===== src/rtl/instruction_loader_pkg.sv =====
// Shared loader/bank types: instruction bank geometry, header magic and loader state codes.
// Imported by instruction_loader; the bank address type is the one instruction_bank uses.
// Optional build macro consumed downstream: LOADER_CKSUM_EN (adds the trailer checksum state).
package instruction_loader_pkg;

  localparam int INSTR_DEPTH  = 256;
  localparam int INSTR_ADDR_W = $clog2(INSTR_DEPTH);

  typedef logic [INSTR_ADDR_W-1:0] InstructionAddr;

  // Upper half of the program header word.
  localparam logic [15:0] LOADER_MAGIC = 16'hB00C;

  // Loader FSM codes, kept as plain constants so older code can compare raw 2-bit values.
  typedef logic [1:0] loader_state_t;
  localparam loader_state_t IDLE  = 2'd0;
  localparam loader_state_t LOAD  = 2'd1;
  localparam loader_state_t CKSUM = 2'd2;
  localparam loader_state_t DRAIN = 2'd3;

endpackage


===== src/rtl/instruction_loader.sv =====
// instruction_loader: takes 32-bit words from the Ethernet aggregate stage, checks a
// {magic, count} header, writes count payload words into the instruction bank and reports
// done/error. Holds prog_valid/prog_len for the fetch stage.
// Build option: define LOADER_CKSUM_EN to require an XOR trailer word after the payload.
// Ports:
//   clk_50mhz, rst (sync, active high)
//   axiiv/axiid  word strobe + data in;  frame_end  one-cycle end-of-frame pulse
//   wr_en/wr_addr/wr_data  bank write port (registered, one cycle after the word)
//   busy, prog_valid, prog_len  status levels;  load_done/load_error  one-cycle pulses
module instruction_loader
  import instruction_loader_pkg::*;
#(
  parameter int          DEPTH          = INSTR_DEPTH,
  parameter logic [15:0] MAGIC          = LOADER_MAGIC,
  parameter int          TIMEOUT_CYCLES = 50_000,
  localparam int         ADDR_W         = $clog2(DEPTH)
) (
  input  logic              clk_50mhz,
  input  logic              rst,
  input  logic              axiiv,
  input  logic [31:0]       axiid,
  input  logic              frame_end,
  output logic              wr_en,
  output logic [ADDR_W-1:0] wr_addr,
  output logic [31:0]       wr_data,
  output logic              busy,
  output logic              prog_valid,
  output logic [ADDR_W:0]   prog_len,
  output logic              load_done,
  output logic              load_error
);

  localparam int               TMR_W     = $clog2(TIMEOUT_CYCLES + 1);
  localparam logic [TMR_W-1:0] TMR_LAST  = TMR_W'(TIMEOUT_CYCLES - 1);
  localparam logic [TMR_W-1:0] TMR_MAX   = TMR_W'(TIMEOUT_CYCLES);
  localparam logic [15:0]      DEPTH_W16 = 16'(DEPTH);
  localparam logic [ADDR_W:0]  IDX_ONE   = (ADDR_W+1)'(1);

  loader_state_t    state;
  logic [ADDR_W:0]  count;
  logic [ADDR_W:0]  idx;
  logic [TMR_W-1:0] idle_cnt;
`ifdef LOADER_CKSUM_EN
  logic [31:0]      csum;
`endif

  logic last_word;
  logic timeout_hit;

  // The word being accepted this cycle (if any) is the final payload word.
  assign last_word   = (idx + IDX_ONE) == count;
  // Fires on the cycle whose edge would bring the idle count up to the limit.
  assign timeout_hit = !axiiv && (idle_cnt == TMR_LAST);
  assign busy        = (state == LOAD) || (state == CKSUM);

  always_ff @(posedge clk_50mhz) begin
    if (rst) begin
      state      <= IDLE;
      count      <= '0;
      idx        <= '0;
      idle_cnt   <= '0;
`ifdef LOADER_CKSUM_EN
      csum       <= '0;
`endif
      wr_en      <= 1'b0;
      wr_addr    <= '0;
      wr_data    <= '0;
      prog_valid <= 1'b0;
      prog_len   <= '0;
      load_done  <= 1'b0;
      load_error <= 1'b0;
    end else begin
      wr_en      <= 1'b0;
      load_done  <= 1'b0;
      load_error <= 1'b0;

      // Idle gap counter: cleared by every word, saturates at the limit.
      if (axiiv) begin
        idle_cnt <= '0;
      end else if (idle_cnt != TMR_MAX) begin
        idle_cnt <= idle_cnt + TMR_W'(1);
      end

      case (state)
        IDLE: begin
          // frame_end alone is meaningless here; only a header word moves us.
          if (axiiv) begin
            if (axiid[31:16] != MAGIC) begin
              load_error <= 1'b1;
              state      <= DRAIN;
            end else if (axiid[15:0] > DEPTH_W16) begin
              load_error <= 1'b1;
              state      <= DRAIN;
            end else if (axiid[15:0] == 16'd0) begin
              prog_len   <= '0;
              prog_valid <= 1'b1;
              load_done  <= 1'b1;
              state      <= DRAIN;
            end else begin
              prog_valid <= 1'b0;
              count      <= axiid[ADDR_W:0];
              idx        <= '0;
`ifdef LOADER_CKSUM_EN
              csum       <= '0;
`endif
              state      <= LOAD;
            end
          end
        end

        LOAD: begin
          if (axiiv) begin
            // The word is always written, even if the frame ends on this same cycle.
            wr_en   <= 1'b1;
            wr_addr <= idx[ADDR_W-1:0];
            wr_data <= axiid;
            idx     <= idx + IDX_ONE;
`ifdef LOADER_CKSUM_EN
            csum    <= csum ^ axiid;
            if (last_word && !frame_end) begin
              state <= CKSUM;
            end else if (frame_end) begin
              load_error <= 1'b1;
              state      <= IDLE;
            end
`else
            if (last_word) begin
              prog_len   <= count;
              prog_valid <= 1'b1;
              load_done  <= 1'b1;
              // If the frame already ended there is nothing left to drain.
              state      <= frame_end ? IDLE : DRAIN;
            end else if (frame_end) begin
              load_error <= 1'b1;
              state      <= IDLE;
            end
`endif
          end else if (frame_end || timeout_hit) begin
            load_error <= 1'b1;
            state      <= IDLE;
          end
        end

`ifdef LOADER_CKSUM_EN
        CKSUM: begin
          if (axiiv) begin
            if (axiid == csum) begin
              prog_len   <= count;
              prog_valid <= 1'b1;
              load_done  <= 1'b1;
            end else begin
              prog_valid <= 1'b0;
              load_error <= 1'b1;
            end
            state <= frame_end ? IDLE : DRAIN;
          end else if (frame_end || timeout_hit) begin
            load_error <= 1'b1;
            state      <= IDLE;
          end
        end
`endif

        DRAIN: begin
          if (frame_end) begin
            state <= IDLE;
          end
        end

        default: state <= IDLE;
      endcase
    end
  end

endmodule

===== config.mk =====
export PLATFORM = sky130hd
export DESIGN_NAME = instruction_loader
export DESIGN_NICKNAME = d
export VERILOG_FILES = /design/src/rtl/instruction_loader_pkg.sv /design/src/rtl/instruction_loader.sv
export SDC_FILE = /design/constraint.sdc
export NUM_CORES = 1
export LEC_CHECK = 0
export BUFFER_PORTS_ARGS = -buffer_cell sky130_fd_sc_hd__buf_2
export CAP_MARGIN = 5
export CELL_PAD_IN_SITES_DETAIL_PLACEMENT = 1
export CELL_PAD_IN_SITES_GLOBAL_PLACEMENT = 2
export CORE_MARGIN = 2
export CORE_UTILIZATION = 31
export DETAILED_ROUTE_END_ITERATION = 6
export PLACE_DENSITY = 0.82
export SLEW_MARGIN = 30
export SYNTH_ARGS = -nofsm -noshare
export SYNTH_HDL_FRONTEND = slang
export SYNTH_SLANG_ARGS = --single-unit

===== constraint.sdc =====
create_clock -name clk_50mhz -period 3 [get_ports clk_50mhz]
set_input_delay 0.6 -clock clk_50mhz [delete_from_list [all_inputs] [get_ports clk_50mhz]]
set_output_delay 0.6 -clock clk_50mhz [all_outputs]
set_load 0.005 [all_outputs]

==> impl_metrics.ini <==
[worst_setup_path]
worstSetupPathType = flip-flop to flip-flop
critical_path_arrival_ns = 2.96
cp.required_ns = 3.29
cp-start-kind = flip-flop
worstRegToRegCells = 7
path_max_fanout = 9
cp_cell_sequence = ha_1, and3_1, nand3_1, xnor2_1, or4_4, a2111oi_4, a22o_1
worst_setup_path_end_kind = flip-flop
slowest_delay_ns = 0.57
slowest_stage = or4_4

[logic_synthesis]
synth_async_sr_flop_share = 0
synth_seq_cells = 89
synth_warnings = 0
synth_nets = 504
yosysMostFrequentCell = nand2_1
avgSynthCellArea_um2 = 8.44
synth_area_um2 = 3890
ys_seq_area_frac = 0.458
ys.flop_type = dfxtp_1
yosysUniqueCellTypes = 49
synth_edf_count = 0
synth_area_leaders = dfxtp_1, nand2_1, a21oi_1, nor2_1, xor2_1
synth_top_area_share = 0.458
syn_inst = 461
synthTopCellsByCount = nand2_1, dfxtp_1, a21oi_1
synth_top_area_cell = dfxtp_1

[hold_path]
hp-class = flip-flop to flip-flop
whs_path_depth = 2

[grt]
gr-usage-met1 = 0.220
grt_antenna_before_repair = 0
grt_pass1_vias = 3510
grt_usage = 0.171
grt_use_met3 = 0.0539
gr-max-usage-layer = met2
overflow = 0
grt_pass1_wl_um = 17800
met2_usage = 0.273
grt_max_degree = 41

[clock_tree]
clk_latency_ns = 0.35
cts_inserted_buffers = 9
ctsHtreeMaxLevel = 3
clock_sinks = 89
cts_setup_buffers = 0
clk_path_buf_depth = 2
cts.reportedPaths.clkPinSlew_ns = 0.07
cts_hold_buf = 0
cts_tree = built
cts_root_buffer = clkbuf_16
cts_resized = 0

[layout]
area_growth_pct = 23.7
finalNetCount = 588
num_antenna_cells = 0
final_layout_size_suffix_gt1_frac = 0.218

[die]
row_count = 40
io_pins = 90
fp.dieArea_um2 = 13500
start_util = 0.321
coreArea_um2 = 12100
die_h_um = 116
die_w_um = 116

[sta]
finalSetupViolations = 0
fin_crit_ns = 2.67
setup_tns_ns = 0
tightest_slew_ns = 0.704
finalCritPeriodShare = 0.890
hold_viol = 0
worst_slew_margin_rel = 0.530
postLayoutSetupSlackWorst_ns = 0.329
finalClockSkew_ns = 0.00898
rsz0062_at_grt = no
fmax_ghz = 0.374
drv_slew = 0

[detailed_routing]
vias_per_cell = 4.97
wire_per_inst_um = 15.3
firstDrtPassIters = 4
num_vias = 3566
drt_iter0_drc = 182
wl_um = 11000
final_antenna_net_count = 0
drc = 0

[outcome]
status = finished, final reports clean

[placement]
io_buffers = 89
place_ws_ns = 0.208
gp_congestion = 0.816
dp_hpwl_um = 8090

[power]
ir_worst_vdd_mv = 0.263
p_leak_nw = 2.08
power_per_cell_area_nw_per_um2 = 641

[flow_run]
max_cap_viol_count = 0
-- cell type report --
cell class	count	area [um^2]
fillers	1525	7300
clock buffers	10	239
clock inverters	6	66.3
flip-flops and latches	89	1780
well taps	168	210
multi-input cells	338	1970
repair buffers	99	520
inverters	8	30.0
-- logic make-up (layout without fill, tap and decap cells) --
| kind of cell | after synthesis | count (layout) | share of synthesized area |
|---|---|---|---|
| xor gates and xnor gates | 23 | 23 | 0.0518 |
| and+or+nand+nor | 195 | 195 | 0.234 |
| DFF | 89 | 89 | 0.458 |
| adders and majority gates | 7 | 7 | 0.0225 |
| buffers and inverters | 34 | 123 | 0.0370 |
| muxes | 11 | 11 | 0.0286 |
| AOI/OAI and AO/OA | 102 | 102 | 0.169 |
-- path summary, 6_finish.rpt --
check / start / end / slack (ns)
setup / recovery: idx[0] / prog_len[0] / 0.33
setup reg to reg: idx[0] / prog_len[0] / 0.33
hold / removal: wr_data[29] / wr_data[29] / 0.45
hold reg to reg: wr_data[29] / wr_data[29] / 0.45
-- registers in the layout, indices dropped and copies added (netlist names) --
register	count
prog_len	9
state	2
wr_addr	8
load_done	1
idx	9
load_error	1
prog_valid	1
idle_cnt	16
wr_data	32
wr_en	1
count	9
-- metrics by stage --
stage               total power, W  cell area [um^2]  instances  hold slack [ns]  utilization
floorplan                  0.00172              3890        461            0.453            -
global placement           0.00195              4510        702            0.441        0.372
detailed placement         0.00197              4510        702            0.444        0.372
CTS                        0.00313              4810        718            0.453        0.398
global route               0.00326              4810        718            0.470        0.398
finish                     0.00309              4810        718            0.449        0.398
-- worst max-delay path: cells and delay by family (launching register included) --
family                   cells  cell delay [ns]
adder cells (fa/ha/maj)      1             0.29
flip-flops                   1             0.34
AO/OA/AOI/OAI                2             0.80
XOR/XNOR                     1             0.21
AND/OR/NAND/NOR              3             0.97
-- per-layer routing --
metal  vias up  wire [um]
li1       1767          -
met1      1686       5130
met2       101       4880
met3        12        743
met4         0        200
met5         -          0
-- power breakdown --
| part | total (W) | internal, W | switching, W | leakage (nW) |
|---|---|---|---|---|
| clock network | 0.00115 | 0.000671 | 0.000480 | 0.153 |
| logic | 0.000629 | 0.000227 | 0.000402 | 1.21 |
| registers | 0.00131 | 0.00126 | 0.0000455 | 0.720 |
| total | 0.00309 | 0.00216 | 0.000927 | 2.08 |
-- layout by cell type, fill, tap and decap left out, types with 10 or more instances in the layout --
master / Yosys / layout
buf_4: 1 / 10
nor2_1: 36 / 36
dfxtp_1: 89 / 89
mux2i_1: 10 / 10
xor2_1: 15 / 15
nand2_1: 93 / 93
nand3_1: 19 / 19
buf_2: 4 / 89
a21oi_1: 50 / 50
a22o_1: 10 / 10
Power figures use the tool's default switching activity.
